## config.mk

```make
export PLATFORM = sky130hd
export DESIGN_NAME = wb_port_arbiter
export DESIGN_NICKNAME = d
export VERILOG_FILES = /design/src/rtl/wb_port_arbiter_pkg.sv /design/src/rtl/wb_scoreboard.sv /design/src/rtl/wb_port_arbiter.sv
export SDC_FILE = /design/constraint.sdc
export NUM_CORES = 1
export LEC_CHECK = 0
export ABC_CLOCK_PERIOD_IN_PS = 6600
export BUFFER_PORTS_ARGS = -buffer_cell sky130_fd_sc_hd__buf_4
export CORE_UTILIZATION = 30
export DETAILED_ROUTE_END_ITERATION = 10
export HOLD_SLACK_MARGIN = 0.15
export SLEW_MARGIN = 0
export SYNTH_ARGS = -nofsm -noshare
export SYNTH_HDL_FRONTEND = slang
export SYNTH_SLANG_ARGS = --single-unit
export TNS_END_PERCENT = 30
```

## constraint.sdc

```tcl
create_clock -name clk -period 6.6 [get_ports clk]
set_clock_uncertainty 0.15 [all_clocks]
set_input_delay 1.32 -clock clk [delete_from_list [all_inputs] [get_ports clk]]
set_output_delay 1.32 -clock clk [all_outputs]
set_load 0.01 [all_outputs]
```

## src/rtl/wb_port_arbiter_pkg.sv

```systemverilog
// Shared types and constants for the register-file write-port arbiter.
// Optional round-robin long-unit arbitration is selected with the WB_RR_EN macro.
package wb_port_arbiter_pkg;

  localparam int XLEN          = 32;
  localparam int NREGS         = 32;
  localparam int WB_STARVE_MAX = 8;

  typedef logic [4:0]      r_t;
  typedef logic [XLEN-1:0] data_t;

  localparam r_t ZERO = 5'd0;

  // Source that owns the write port in a given cycle.
  typedef enum logic [1:0] {
    NONE,
    PIPE,
    LD,
    MD
  } wb_src_e;

endpackage

```

## src/rtl/wb_scoreboard.sv

```systemverilog
// Busy vector for destinations owned by in-flight long-latency ops,
// plus the decode-stage RAW/WAW hazard stall generated from it.
module wb_scoreboard
  import wb_port_arbiter_pkg::*;
(
  input  logic clk,
  input  logic rst_n,
  input  logic set_en,
  input  r_t   set_addr,
  input  logic clr_en,
  input  r_t   clr_addr,
  input  r_t   dec_rs1_addr,
  input  r_t   dec_rs2_addr,
  input  r_t   dec_rd_addr,
  input  logic dec_rs1_rden,
  input  logic dec_rs2_rden,
  input  logic dec_rd_wren,
  output logic dec_stall
);

  logic [NREGS-1:0] busy;
  logic [NREGS-1:0] busy_nxt;

  // Clear is applied before set so a same-cycle set on the same register wins.
  always_comb begin
    busy_nxt = busy;
    if (clr_en) busy_nxt[clr_addr] = 1'b0;
    if (set_en) busy_nxt[set_addr] = 1'b1;
    busy_nxt[ZERO] = 1'b0;
  end

  always_ff @(posedge clk or negedge rst_n) begin
    if (!rst_n) busy <= '0;
    else        busy <= busy_nxt;
  end

  assign dec_stall = rst_n & ((dec_rs1_rden & busy[dec_rs1_addr]) |
                              (dec_rs2_rden & busy[dec_rs2_addr]) |
                              (dec_rd_wren  & busy[dec_rd_addr]));

endmodule

```

## src/rtl/wb_port_arbiter.sv

```systemverilog
// Shares the single register-file write port between pipeline writeback,
// load return and mul/div; WB_RR_EN selects round-robin between the long units.
module wb_port_arbiter
  import wb_port_arbiter_pkg::*;
#(
  parameter int STARVE_MAX = WB_STARVE_MAX
) (
  input  logic  clk,
  input  logic  rst_n,
  input  logic  pipe_wren,
  input  r_t    pipe_addr,
  input  data_t pipe_data,
  output logic  pipe_hold,
  input  logic  ld_valid,
  input  r_t    ld_addr,
  input  data_t ld_data,
  output logic  ld_ready,
  input  logic  md_valid,
  input  r_t    md_addr,
  input  data_t md_data,
  output logic  md_ready,
  input  logic  busy_set,
  input  r_t    busy_set_addr,
  input  r_t    dec_rs1_addr,
  input  r_t    dec_rs2_addr,
  input  r_t    dec_rd_addr,
  input  logic  dec_rs1_rden,
  input  logic  dec_rs2_rden,
  input  logic  dec_rd_wren,
  output logic  dec_stall,
  output logic  rd_wren,
  output r_t    rd_addr,
  output data_t rd_data
);

  localparam logic [3:0] STARVE_LIM = 4'(STARVE_MAX);

  // Handshake: a long requester holds valid/addr/data stable until ready;
  // a transfer happens in every cycle with valid & ready. The pipeline has no
  // ready and is instead frozen by pipe_hold, re-presenting the same write.

  logic [3:0] starve_cnt;
  logic       hold_int;
  logic       pipe_eff;
  logic       ld_req;
  logic       md_req;
  logic       ld_zero;
  logic       md_zero;
  logic       ld_first;
  logic       long_gnt;
  wb_src_e    src;

  assign hold_int = (starve_cnt == STARVE_LIM);
  assign pipe_eff = pipe_wren & (pipe_addr != ZERO) & ~hold_int;
  assign ld_req   = ld_valid & (ld_addr != ZERO);
  assign md_req   = md_valid & (md_addr != ZERO);
  assign ld_zero  = ld_valid & (ld_addr == ZERO);
  assign md_zero  = md_valid & (md_addr == ZERO);

`ifdef WB_RR_EN
  logic rr_md;

  assign ld_first = ~rr_md;

  always_ff @(posedge clk or negedge rst_n) begin
    if (!rst_n)        rr_md <= 1'b0;
    else if (long_gnt) rr_md <= ~rr_md;
  end
`else
  assign ld_first = 1'b1;
`endif

  always_comb begin
    src = NONE;
    if (pipe_eff)                         src = PIPE;
    else if (ld_req && (ld_first || !md_req)) src = LD;
    else if (md_req)                      src = MD;
  end

  assign long_gnt  = (src == LD) || (src == MD);
  // x0 requests are acknowledged without touching the port.
  assign ld_ready  = rst_n & (ld_zero | (src == LD));
  assign md_ready  = rst_n & (md_zero | (src == MD));
  assign pipe_hold = rst_n & hold_int;

  always_ff @(posedge clk or negedge rst_n) begin
    if (!rst_n) begin
      starve_cnt <= 4'd0;
    end else if (long_gnt || !(ld_req || md_req)) begin
      starve_cnt <= 4'd0;
    end else if (starve_cnt != STARVE_LIM) begin
      starve_cnt <= starve_cnt + 4'd1;
    end
  end

  always_ff @(posedge clk or negedge rst_n) begin
    if (!rst_n) begin
      rd_wren <= 1'b0;
      rd_addr <= ZERO;
      rd_data <= '0;
    end else begin
      rd_wren <= (src != NONE);
      case (src)
        PIPE: begin
          rd_addr <= pipe_addr;
          rd_data <= pipe_data;
        end
        LD: begin
          rd_addr <= ld_addr;
          rd_data <= ld_data;
        end
        MD: begin
          rd_addr <= md_addr;
          rd_data <= md_data;
        end
        default: begin
          rd_addr <= rd_addr;
          rd_data <= rd_data;
        end
      endcase
    end
  end

  wb_scoreboard u_scoreboard (
    .clk          (clk),
    .rst_n        (rst_n),
    .set_en       (busy_set),
    .set_addr     (busy_set_addr),
    .clr_en       (long_gnt),
    .clr_addr     ((src == MD) ? md_addr : ld_addr),
    .dec_rs1_addr (dec_rs1_addr),
    .dec_rs2_addr (dec_rs2_addr),
    .dec_rd_addr  (dec_rd_addr),
    .dec_rs1_rden (dec_rs1_rden),
    .dec_rs2_rden (dec_rs2_rden),
    .dec_rd_wren  (dec_rd_wren),
    .dec_stall    (dec_stall)
  );

endmodule

```

==> reports/qor.txt, run 1 <==
Hold Path Class: reg -> reg
post-DP HPWL: 13.3 mm
Worst Setup End Kind: primary output
post-DR vias/cell: 5.69
Die Wd: 128 um
clk sinks: 73
row count: 45
vias: 5,151
Seq cells post-synth: 73
final period utilization: 66.6%
Initial Utilization: 31.1%
status: complete, no violations
CTS Buf Count: 9
r2r endpoint: rd_data[3]
# resized after CTS: 0
# DRC: 0
crit path max-delay cell type: or4_1
ant diodes: 0
layout cell share with drive strength beyond 1: 33.4%
vias in the first global route: 5,245
# H-tree levels: 3
Max transition margin: 30.9%
fin nets: 832
maximum vdd drop: 0.000116 V
commonest cells after routing, fill and taps aside: 188 x buf_4, 73 x dfrtp_1, 62 x nor2_1, 55 x nand2_1, 38 x a21oi_1
fin util: 42.9%
FF-to-FF setup slack: 3.64 ns
clk slew on worst S/H paths: 0.06 ns
die height: 128 um
Syn Nets: 671
setup bufs post-CTS: 0
Worst Path Class, Setup: in -> out
critical-path cell list: buf_4, or4_1, o211a_1, buf_4, a21oi_1, buf_4
core area: 0.0154 mm^2
Area Growth Syn to Fin: 37.8%
Setup-failing EPs final: 0
GRT Util Overall: 22.2%
hold path start: rd_data[14]
final setup TNS: 0 ns
max-slew violation count: 0
Worst R2R Path Depth: 10
RSZ-0062 raised after global routing: no
CP max FO: 41
syn avg cell area: 9.04 um^2
total gr overflow: 0
synthesized instance count: 529
number of synthesized flops with an enable pin: 0
Pleak: 2.86 nW
Worst-Skew Late Latency: 0.34 ns
Max Cap Viol: 0
initial antenna violation count: 0
Routed Wire Length: 17.5 mm
Hold Path Sink: rd_data[14]
ys flop type: dfrtp_1
most used cell, CP: buf_4
CP Data Arrival Time: 2.93 ns
Fill cells: 1,525
RePlAce Congestion: 0.863
CTS tree: done
Cell variety after synth: 55
worst-margin pin slew: 1.03 ns
Die ar.: 0.0164 mm^2
Worst EP required: 5.13 ns
Clock Path Buffers: 2
first-pass GRT wire length: 28.1 mm
ANT nets after route: 0
# IOs: 182
hold_buf cts: 0
Hold Path Cell Cnt: 2
most common cell after layout, fill and taps aside: buf_4
drt first pass iters: 7
Iteration-0 DRC Markers: 437
final hold vios: 0
Synth async-reset ratio: 100%
R2R Path Start: starve_cnt[0]
max incr delay on CP: 0.54 ns
post-route minimum period: 4.40 ns
Avg WL per Cell: 19.3 um
I/O Buffers: 181
critical path launch point type: input port
sequential share of the synthesized area: 38.2%
Ys Warns: 0
root buf cell: clkbuf_16
Cell Area, Synth: 0.00478 mm^2
Pwr Density: 193 mW/mm^2
achievable frequency: 0.227 GHz
pin count of the biggest net entering global routing: 57
-- power breakdown --
| part | internal, mW | leakage, nW | total [mW] | switching (mW) |
|---|---|---|---|---|
| registers | 0.482 | 0.783 | 0.506 | 0.0245 |
| logic | 0.145 | 1.94 | 0.298 | 0.153 |
| clock network | 0.273 | 0.137 | 0.469 | 0.197 |
| total | 0.900 | 2.86 | 1.27 | 0.374 |
-- worst max-delay path by stage --
stage | endpoint | startpoint | slack (ns) | cells past startpoint
finish | ld_ready | pipe_addr[2] | 2.20 | 6
global route | md_ready | ld_addr[4] | 2.14 | 7
CTS | ld_ready | pipe_addr[2] | 2.21 | 6
detailed placement | ld_ready | pipe_addr[2] | 2.22 | 6
global placement | ld_ready | pipe_addr[2] | 2.28 | 6
floorplan | md_ready | pipe_addr[2] | 2.12 | 7
-- cell type report --
type                            instances  area (um^2)  share of cell area [%]
Clock buffer                           11          253                    3.84
Clock inverter                          5         30.0                   0.456
Inverter                               22         82.6                    1.25
Multi-Input combinational cell        396         2720                    41.3
Sequential cell                        73         1830                    27.7
Tap cell                              211          264                    4.01
Timing Repair Buffer                  188         1410                    21.4
-- cell families (layout without fill, tap and decap cells) --
logic type	after synthesis	after routing	share of synthesized area, %
XOR/XNOR	2	2	0.366
adder cells (fa/ha/maj)	2	2	0.523
buffers and inverters	60	226	4.97
flip-flops	73	73	38.2
AO/OA/AOI/OAI	165	165	25.8
AND/OR/NAND/NOR	198	198	20.1
multiplexers	29	29	10.0
-- Yosys cell counts, types with 3 or more instances --
cell,number,area (um^2)
a211o_1,15,131
buf_1,3,11.3
a222oi_1,22,220
nand3_1,25,125
a21boi_0,12,90.1
clkbuf_1,27,101
nand3b_1,7,52.6
nor3_1,6,30.0
o21ai_0,15,75.1
nand2_1,55,206
a31oi_1,3,18.8
mux4_2,15,338
o2111ai_1,7,61.3
nor2b_1,4,25.0
a21oi_1,38,190
o31ai_1,4,30.0
dfrtp_1,73,1830
nor2_1,63,236
buf_2,7,35.0
a211oi_1,3,22.5
and3_1,8,50.1
inv_1,21,78.8
a221oi_1,14,123
nor3b_1,7,52.6
mux2i_1,12,120
o211ai_1,12,90.1
nand4_1,5,31.3
o211a_1,3,30.0
or4_1,3,22.5
and3b_1,4,35.0
a2111oi_0,3,26.3
-- sequential cells by signal (all words and copies together), names as in the netlist --
signal             flops
rd_data               32
u_scoreboard.busy     31
rd_wren                1
starve_cnt             4
rd_addr                5
-- critical path, delay by kind of cell --
| family | cells | cell delay [ns] |
|---|---|---|
| and+or+nand+nor | 1 | 0.54 |
| buffers and inverters | 3 | 0.55 |
| AOI/OAI and AO/OA | 2 | 0.50 |
-- per-layer routing --
metal  vias to the layer above  global-route usage [%]  part of all wire [%]
li1                       2350                       -                     -
met1                      2491                    28.1                    41
met2                       277                    35.8                    47
met3                        33                    6.05                   9.8
met4                         0                    8.65                   2.3
met5                         -                       0                     0
-- stage by stage --
step	hold slack (ns)	instance area, um^2	power (mW)	worst slack, ns	std cells
2_1_floorplan	0.304	4780	0.641	2.12	529
3_3_place_gp	0.317	6300	0.806	2.28	890
3_5_place_dp	0.329	6300	0.811	2.22	890
4_1_cts	0.343	6590	1.28	2.21	906
5_1_grt	0.360	6590	1.34	2.14	906
6_report	0.336	6590	1.27	2.20	906
Note: power is estimated with default switching activity, not from simulation.
==> inputs of run 2 (changes only) <==
ABC_CLOCK_PERIOD_IN_PS = 3850   (was 6600)
clock period = 3.85 ns   (was 6.6 ns; I/O delays follow)
==> run 2 against run 1 <==
Global-route usage down 0.23 points. Cell count increased by 0.55%. First-iteration DRC count is 1.1% lower. Critical path depth did not move. Core utilization rose by 0.53 points. Highest routed layer unchanged. Sequential cell count stayed put. Die area unchanged. Clock power is 98% higher. Cell area up 1.2%. Register-to-register slack lost 2.5 ns. Via count shrank 0.97%. Hold slack worse by 0.0071 ns.
==> reports/qor.txt, run 2 (synthesis gave the netlist of run 1 again) <==
# H-tree levels: 3 (unchanged)
drt first pass iters: 8 (was 7)
Largest register FFs: 32 (unchanged)
CP max FO: 24 (was 41)
Internal: 1.67 mW (was 0.900 mW)
max-slew violation count: 0 (unchanged)
worst hold-check slack: 0.329 ns (was 0.336 ns)
achievable frequency: 0.298 GHz
fin util: 43.4% (was 42.9%)
layout cell share with drive strength beyond 1: 33.9% (was 33.4%)
sw power: 0.647 mW (was 0.374 mW)
final setup TNS: 0 ns (unchanged)
Pleak: 2.91 nW (was 2.86 nW)
core area: 0.0154 mm^2 (unchanged)
Worst Path Class, Setup: in -> out (unchanged)
Worst Setup End Kind: primary output (unchanged)
root buf cell: clkbuf_16 (unchanged)
Avg WL per Cell: 19.5 um (was 19.3 um)
Initial Utilization: 31.1% (unchanged)
most common cell after layout, fill and taps aside: buf_4 (unchanged)
clk sinks: 73 (unchanged)
power after layout: 2.31 mW (was 1.27 mW)
vias: 5,101 (was 5,151)
clk slew on worst S/H paths: 0.06 ns (about the same)
post-DR vias/cell: 5.60 (was 5.69)
Clock Path Buffers: 2 (unchanged)
first-pass GRT wire length: 28.0 mm (was 28.1 mm)
worst-margin pin slew: 0.857 ns (was 1.03 ns)
Hold Path Class: in -> async (was reg -> reg)
Iteration-0 DRC Markers: 432 (was 437)
sequential share of power: 37.5% (was 39.8%)
placed cells: 895 (was 890)
final period utilization: 87.3%
initial antenna violation count: 0 (unchanged)
Top Registers: rd_data (32), u_scoreboard.busy (31), rd_addr (5) (unchanged)
ANT nets after route: 0 (unchanged)
commonest cells after routing, fill and taps aside: 193 x buf_4, 73 x dfrtp_1, 62 x nor2_1, 55 x nand2_1, 38 x a21oi_1 (was 188 x buf_4, 73 x dfrtp_1, 62 x nor2_1, 55 x nand2_1, 38 x a21oi_1)
Worst EP required: 2.93 ns (was 5.13 ns)
cell area after layout: 0.00667 mm^2 (was 0.00659 mm^2)
final hold vios: 0 (unchanged)
combinational power share: 22.3% (was 23.4%)
maximum vdd drop: 0.000199 V (was 0.000116 V)
post-route minimum period: 3.36 ns
# IOs: 182 (unchanged)
Pwr Density: 347 mW/mm^2 (was 193 mW/mm^2)
# resized after CTS: 0 (unchanged)
RePlAce Congestion: 0.874 (was 0.863)
row count: 45 (unchanged)
setup bufs post-CTS: 0 (unchanged)
Max transition margin: 42.8% (was 30.9%)
CP Data Arrival Time: 2.44 ns (was 2.93 ns)
Area Growth Syn to Fin: 39.5% (was 37.8%)
post-placement cell area: 0.00634 mm^2 (was 0.00630 mm^2)
die height: 128 um (unchanged)
Non-Filler Instances: 911 (was 906)
total gr overflow: 0 (unchanged)
GRT Util Overall: 21.9% (was 22.2%)
pre-CTS setup slack: 0.511 ns (was 2.22 ns)
Setup-failing EPs final: 0 (unchanged)
Clk pwr share: 40.2% (was 36.9%)
PnR worst setup slack: 0.489 ns (was 2.20 ns)
Routed Wire Length: 17.7 mm (was 17.5 mm)
Max Cap Viol: 0 (unchanged)
Die ar.: 0.0164 mm^2 (unchanged)
status: complete, no violations (unchanged)
post-DP HPWL: 13.7 mm (was 13.3 mm)
Die Wd: 128 um (unchanged)
hold_buf cts: 0 (unchanged)
I/O Buffers: 181 (unchanged)
pin count of the biggest net entering global routing: 56 (was 57)
Largest Register: rd_data (unchanged)
# DRC: 0 (unchanged)
ant diodes: 0 (unchanged)
vias in the first global route: 5,266 (was 5,245)
RSZ-0062 raised after global routing: no (unchanged)
fin nets: 837 (was 832)
Worst-Skew Late Latency: 0.33 ns (was 0.34 ns)
CTS Buf Count: 9 (unchanged)
CTS tree: done (unchanged)
critical path launch point type: input port (unchanged)
sw frac: 28.0% (was 29.4%)
==> run 2: power groups by stage <==
stage	registers, mW	clock network (mW)	logic (mW)
floorplan	0.892	0	0.207
global placement	0.878	0	0.509
detailed placement	0.880	0	0.516
CTS	0.867	0.941	0.518
global route	0.873	0.971	0.562
finish	0.866	0.930	0.516
==> run 2: final cells by class <==
class                   count  area (um^2)
multi-input cells         396         2720
inverters                  22         82.6
repair buffers            193         1450
clock inverters             6         87.6
fillers                  1515         8700
flip-flops and latches     73         1830
well taps                 211          264
clock buffers              10          239
==> run 2: per-layer routing <==
| metal | wire length (um) | track usage [%] | up-vias |
|---|---|---|---|
| li1 | - | - | 2350 |
| met5 | 0 | 0 | - |
| met3 | 1390 | 5.01 | 27 |
| met4 | 278 | 6.30 | 0 |
| met2 | 8830 | 37.7 | 247 |
| met1 | 7220 | 27.4 | 2477 |
==> run 2: path summary, 6_finish.rpt <==
kind,start,slack [ns],cells after the start,endpoint
setup / recovery,pipe_addr[2],0.49,6,ld_ready
hold / removal,rst_n,0.33,2,u_scoreboard.busy[17]
setup reg to reg,starve_cnt[0],1.12,8,u_scoreboard.busy[18]
hold reg to reg,rd_data[19],0.34,2,rd_data[19]
max in group asynchronous,rst_n,2.24,3,u_scoreboard.busy[13]
min in group clk,rd_data[19],0.34,2,rd_data[19]
==> run 2: worst max-delay path, stage by stage <==
cell     delay [ns]
buf_4          0.12
or4_1          0.55
o211a_1        0.28
buf_4          0.23
a21oi_1        0.31
buf_4          0.19
